**config.mk**
```make
export PLATFORM = sky130hd
export DESIGN_NAME = dma_bus_arbiter_mod
export DESIGN_NICKNAME = d
export VERILOG_FILES = /design/src/rtl/dma_bus_arbiter_mod_pkg.sv /design/src/rtl/dma_bus_arbiter_mod_engine.sv /design/src/rtl/dma_bus_arbiter_mod.sv
export SDC_FILE = /design/constraint.sdc
export NUM_CORES = 1
export LEC_CHECK = 0
export CAP_MARGIN = 10
export CORE_MARGIN = 1.5
export CORE_UTILIZATION = 38
export DETAILED_ROUTE_END_ITERATION = 12
export PLACE_DENSITY = 0.76
export SYNTH_ARGS = -nofsm -noshare
export SYNTH_HDL_FRONTEND = slang
export SYNTH_SLANG_ARGS = --single-unit
```
**constraint.sdc**
```tcl
create_clock -name clock -period 3.2 [get_ports clock]
set_input_delay 0.96 -clock clock [delete_from_list [all_inputs] [get_ports clock]]
set_output_delay 0.96 -clock clock [all_outputs]
set_load 0.01 [all_outputs]
```
**src/rtl/dma_bus_arbiter_mod_pkg.sv**
```systemverilog
// Shared CPU-side constants for the OAM DMA block: engine state encoding,
// high-RAM window and default register/destination addresses.
package dma_bus_arbiter_mod_pkg;

  typedef enum logic [1:0] {
    ST_IDLE  = 2'd0,
    ST_SETUP = 2'd1,
    ST_READ  = 2'd2,
    ST_WRITE = 2'd3
  } dma_state_e;

  localparam logic [15:0] HRAM_LO          = 16'hFF80;
  localparam logic [15:0] HRAM_HI          = 16'hFFFE;
  localparam int unsigned DEF_DMA_LEN      = 160;
  localparam logic [15:0] DEF_DMA_REG_ADDR = 16'hFF46;
  localparam logic [15:0] DEF_OAM_BASE     = 16'hFE00;

  function automatic logic is_hram(input logic [15:0] addr);
    return (addr >= HRAM_LO) && (addr <= HRAM_HI);
  endfunction

endpackage

```
**src/rtl/dma_bus_arbiter_mod_engine.sv**
```systemverilog
// OAM DMA engine: sequencing state, byte counter, source page and the
// byte held between the read and write halves of each copy step.
module oam_dma_engine_mod
  import dma_bus_arbiter_mod_pkg::*;
#(
  parameter int unsigned DMA_LEN = DEF_DMA_LEN
) (
  input  logic       clock,
  input  logic       reset,
  input  logic       start,
  input  logic [7:0] start_hi,
  input  logic       hold,
  input  logic [7:0] mem_rdata,
  output dma_state_e state,
  output logic [7:0] byte_idx,
  output logic [7:0] src_hi,
  output logic [7:0] dma_data,
  output logic       active
);

  localparam logic [7:0] LAST_IDX = 8'(DMA_LEN - 1);

  dma_state_e state_q, state_d;
  logic [7:0] byte_idx_q, byte_idx_d;
  logic [7:0] src_hi_q, src_hi_d;
  logic [7:0] dma_data_q, dma_data_d;
  logic       active_q, active_d;

  always_comb begin
    state_d    = state_q;
    byte_idx_d = byte_idx_q;
    src_hi_d   = src_hi_q;
    dma_data_d = dma_data_q;
    // A trigger write restarts from any state; an HRAM cycle freezes progress.
    if (start) begin
      src_hi_d   = start_hi;
      byte_idx_d = 8'd0;
      state_d    = ST_SETUP;
    end else if (!hold) begin
      case (state_q)
        ST_SETUP: state_d = ST_READ;
        ST_READ: begin
          dma_data_d = mem_rdata;
          state_d    = ST_WRITE;
        end
        ST_WRITE: begin
          if (byte_idx_q == LAST_IDX) begin
            byte_idx_d = 8'd0;
            state_d    = ST_IDLE;
          end else begin
            byte_idx_d = byte_idx_q + 8'd1;
            state_d    = ST_READ;
          end
        end
        default: state_d = ST_IDLE;
      endcase
    end
    active_d = (state_d != ST_IDLE);
  end

  always_ff @(posedge clock) begin
    if (!reset) begin
      state_q    <= ST_IDLE;
      byte_idx_q <= 8'd0;
      src_hi_q   <= 8'h00;
      dma_data_q <= 8'h00;
      active_q   <= 1'b0;
    end else begin
      state_q    <= state_d;
      byte_idx_q <= byte_idx_d;
      src_hi_q   <= src_hi_d;
      dma_data_q <= dma_data_d;
      active_q   <= active_d;
    end
  end

  assign state    = state_q;
  assign byte_idx = byte_idx_q;
  assign src_hi   = src_hi_q;
  assign dma_data = dma_data_q;
  assign active   = active_q;

endmodule

```
**src/rtl/dma_bus_arbiter_mod.sv**
```systemverilog
// CPU / OAM-DMA bus arbiter: owns the shared memory bus mux and decides,
// cycle by cycle, whether the CPU or the DMA engine drives it.
module dma_bus_arbiter_mod
  import dma_bus_arbiter_mod_pkg::*;
#(
  parameter int unsigned DMA_LEN      = DEF_DMA_LEN,
  parameter logic [15:0] DMA_REG_ADDR = DEF_DMA_REG_ADDR,
  parameter logic [15:0] OAM_BASE     = DEF_OAM_BASE
) (
  input  logic        clock,
  input  logic        reset,
  input  logic [15:0] cpu_addr,
  input  logic        cpu_rd,
  input  logic        cpu_wr,
  input  logic [7:0]  cpu_wdata,
  output logic [7:0]  cpu_rdata,
  output logic        cpu_wait,
  output logic [15:0] mem_addr,
  output logic        mem_we,
  output logic [7:0]  mem_wdata,
  input  logic [7:0]  mem_rdata,
  output logic        dma_active
);

  logic       cpu_acc, reg_hit, hram_hit, start;
  dma_state_e state;
  logic [7:0] byte_idx, src_hi, dma_data;

  assign cpu_acc  = cpu_rd | cpu_wr;
  assign reg_hit  = (cpu_addr == DMA_REG_ADDR);
  assign hram_hit = cpu_acc && is_hram(cpu_addr);
  assign start    = cpu_wr && reg_hit;

  oam_dma_engine_mod #(
    .DMA_LEN (DMA_LEN)
  ) u_engine (
    .clock     (clock),
    .reset     (reset),
    .start     (start),
    .start_hi  (cpu_wdata),
    .hold      (hram_hit),
    .mem_rdata (mem_rdata),
    .state     (state),
    .byte_idx  (byte_idx),
    .src_hi    (src_hi),
    .dma_data  (dma_data),
    .active    (dma_active)
  );

  always_comb begin
    mem_addr  = cpu_addr;
    mem_we    = cpu_wr & ~reg_hit;
    mem_wdata = cpu_wdata;
    cpu_rdata = reg_hit ? src_hi : mem_rdata;
    cpu_wait  = 1'b0;
    // DMA owns the bus unless the CPU is touching HRAM this cycle.
    if (dma_active && !hram_hit) begin
      mem_addr  = {src_hi, byte_idx};
      mem_we    = 1'b0;
      mem_wdata = dma_data;
      if (!reg_hit) begin
        cpu_rdata = 8'hFF;
        cpu_wait  = cpu_acc;
      end
      if (state == ST_WRITE) begin
        mem_addr = OAM_BASE + {8'h00, byte_idx};
        mem_we   = 1'b1;
      end
    end
  end

endmodule
```
==> results <==
==> what timing repair did <==
item                                    in CTS  in global routing
resized for setup                          260                 42
setup buffers                               16                  5
cloned                                       4                  0
endpoints found under the setup margin      34                 34
pin swaps                                   20                 24
==> cells by family after synthesis <==
kind of cell | after synthesis | synth area share, %
flops | 27 | 32.26
fa+ha+maj | 1 | 0.7467
mux | 17 | 10.16
xor+xnor | 1 | 0.5229
compound gates | 37 | 13.59
buf+inv | 14 | 4.854
simple gates | 148 | 37.86
==> worst min-delay path: cells and delay by family, from the launching register on <==
kind	cells	cell delay, ns
flip-flops	1	0.32
multiplexers	1	0.05
AND/OR/NAND/NOR	1	0.05
==> flip-flops by register name, summed over array words and instances, names as in the netlist <==
register and count:
u_engine.src_hi 8, u_engine.active 1, u_engine.byte_idx 8, u_engine.dma_data 8, u_engine.state 2
==> stage by stage <==
stage / setup slack, ns / instance area [µm²] / instances / TNS [ns]
after global placement: -0.9160 / 2608 / 378 / -30.06
after CTS: -0.2292 / 2889 / 402 / -5.157
after floorplan: 0.004120 / 1715 / 245 / 0
after detailed placement: -0.9576 / 2608 / 378 / -30.47
final: -0.2456 / 3030 / 402 / -4.911
after global routing: -0.3130 / 3030 / 402 / -7.178
==> layer usage <==
layer / wire, µm / track usage (%) / up-vias / share of wire, %
met4: 153 / 10.02 / 0 / 2.2
met5: 0 / 0 / - / 0
met1: 2711 / 33.57 / 1071 / 40
met2: 3488 / 47.76 / 109 / 51
li1: - / - / 1043 / -
met3: 452 / 3.343 / 16 / 6.6
==> synth_stat cells, drive strengths merged <==
| library cell | n |
|---|---|
| or3 | 4 |
| nand4 | 4 |
| xor2 | 1 |
| dfxtp | 27 |
| clkinv | 1 |
| o21ai | 13 |
| mux2i | 17 |
| or4 | 2 |
| nor3b | 1 |
| and3 | 1 |
| o21a | 1 |
| a21oi | 15 |
| nor2b | 1 |
| o311ai | 1 |
| and2 | 1 |
| clkbuf | 5 |
| nand3 | 8 |
| o31a | 1 |
| buf | 7 |
| and4 | 1 |
| a31oi | 1 |
| dlygate4sd1 | 1 |
| or2 | 2 |
| o21ba | 1 |
| nor2 | 29 |
| ha | 1 |
| a211oi | 1 |
| o31ai | 2 |
| nor4 | 1 |
| nor3 | 4 |
| o211a | 1 |
| nand2 | 88 |
| and2b | 1 |
==> how the worst max path moves through the flow <==
stage | cells past startpoint | slack (ns) | endpoint
2_1_floorplan | 7 | 0.004 | mem_addr[0]
3_3_place_gp | 8 | -0.92 | cpu_rdata[0]
3_5_place_dp | 8 | -0.96 | cpu_rdata[3]
4_1_cts | 9 | -0.23 | cpu_rdata[0]
5_1_grt | 11 | -0.31 | mem_addr[10]
6_report | 11 | -0.25 | mem_we
==> power by group through the flow <==
stage / logic, µW / registers [µW] / clock network (µW)
2_1_floorplan: 45.1 / 344 / 0
3_3_place_gp: 153 / 344 / 0
3_5_place_dp: 154 / 344 / 0
4_1_cts: 139 / 336 / 201
5_1_grt: 167 / 336 / 219
6_report: 156 / 336 / 202
==> cell type report <==
type	instances	share of cell area [%]
clock buffers	3	1.363
repair buffers	116	34.93
flip-flops and latches	27	17.84
inverters	1	0.1239
multi-input cells	204	43.52
clock inverters	1	0.1652
well taps	50	2.064
==> impl_metrics.py <==
metrics = {
    "outcome": {
        "outcome": "finished with violations",
        "violations": "setup timing",
    },
    "die": {
        "pin_count": 71,
        "die_x_um": 69.40,
        "core_um2": 4115,
        "rows": 23,
        "die-area_um2": 4816,
        "die_h_um": 69.40,
        "initial_core_util_pct": 40.71,
    },
    "timing": {
        "rsz0062_at_grt": "yes",
        "holdWs_ns": 0.4676,
        "setup_viol": 34,
        "maxSlewHeadroom_pct": 56.22,
        "fin_crit_ns": 3.446,
        "final_hold_viol_count": 0,
        "fmax_mhz": 290.2,
        "worst_pin_slew_ns": 0.6507,
        "setup_ws_ns": -0.2456,
        "drv_slew": 0,
        "finalCritPeriodShare_pct": 107.7,
        "skew_ns": 0.001737,
    },
    "route": {
        "vias_per_cell": 5.570,
        "routed_wl_um": 6806,
        "final_antenna_net_count": 0,
        "via_count": 2239,
        "drc": 0,
        "firstDrtPassIters": 4,
        "wl_per_cell_um": 16.93,
        "first_iter_violations": 136,
    },
    "min_path": {
        "min-delay-start": "u_engine.dma_data[5]",
        "hold_path_end": "u_engine.dma_data[5]",
        "holdPathStages": 2,
        "min_path_type": "reg2reg",
    },
    "grt": {
        "track_usage_pct": 27.09,
        "antenna_found_initial": 0,
        "grt_max_degree": 17,
        "grt_pass1_wl_um": 10760,
        "globalRouteOverflowTotal": 0,
        "first_global_vias": 2271,
    },
    "placement": {
        "portBuffers": 70,
        "gp_congestion": 0.8401,
        "dp_hpwl_um": 4017,
    },
    "synth": {
        "synthCells": 245,
        "synth_top_area_share_pct": 32.26,
        "synth_area_um2": 1675,
        "synth_seq_area_share_pct": 32.26,
        "ys_types": 37,
        "synth_nets": 282,
        "ys_seq_elements": 27,
        "synth-warning-count": 0,
        "syn_avg_cell_area_um2": 6.838,
        "synth.area.top_cells": "dfxtp_1, nand2_1, mux2i_1",
        "yosys.area.top_type": "dfxtp_1",
    },
    "critical_path": {
        "r2r_start": "u_engine.state[0]",
        "r2r_end": "u_engine.byte_idx[5]",
        "timing_worst_setup_path_type": "in2out",
        "crit_slowest_cell": "or2_4",
        "critPathLaunchType": "input pin",
        "end_kind": "primary output",
        "crit_fanout": 2,
        "path_cells": "buf_6 > nand4_1 > or2_4 > buf_6 > o31ai_4 > buf_4 > buf_4 > buf_4 > nand3_2 > o21ai_1 > buf_2",
        "ff2ff_setup_slack_ns": 1.20,
        "max_stage_delay_ns": 0.28,
        "worst-r2r-cell-count": 5,
        "crit_required_ns": 2.24,
        "critPathLaunch": "cpu_addr[11]",
        "crit_top_cell": "buf_4",
        "path_buf_inv": 6,
        "crit_family": "buffers and inverters",
        "arrival_ns": 2.49,
    },
    "power_and_ir_drop": {
        "p_int_uw": 507.8,
        "switching_share_pct": 26.77,
        "leakagePower_uw": 0.001361,
        "pwr-share-clk_pct": 29.1,
        "cellPowerDensity_nw_per_um2": 228.9,
        "power_uw": 693.5,
        "p_switching_uw": 185.7,
        "pwr-share-comb_pct": 22.5,
        "ir_worst_vdd_v": 0.0001624,
        "power.share.sequential_pct": 48.4,
    },
    "clocking": {
        "numClockSinks": 27,
        "clockBufferDepth": 2,
        "htree_num_levels": 1,
        "cts_root_buf": "clkbuf_8",
        "worstSkewPairLatency_ns": 0.27,
        "holdBufCountCts": 0,
        "numCtsBuffers": 3,
        "clk_pin_slew_ns": 0.10,
        "cts_tree": "built",
    },
    "final_layout": {
        "fillers": 299,
        "drive_gt1_share_pct": 44.60,
        "final_util_pct": 73.64,
        "fin_nets": 390,
        "multi_input_area_um2": 1319,
        "final_common_cell": "nand2_1",
        "num_antenna_cells": 0,
        "register_area_um2": 540.5,
        "layout_common_cells": "nand2_1, buf_6, buf_2",
        "area_growth_pct": 80.88,
    },
    "job": {
        "drv_cap": 0,
    },
}
(Power assumes the default switching activity.)
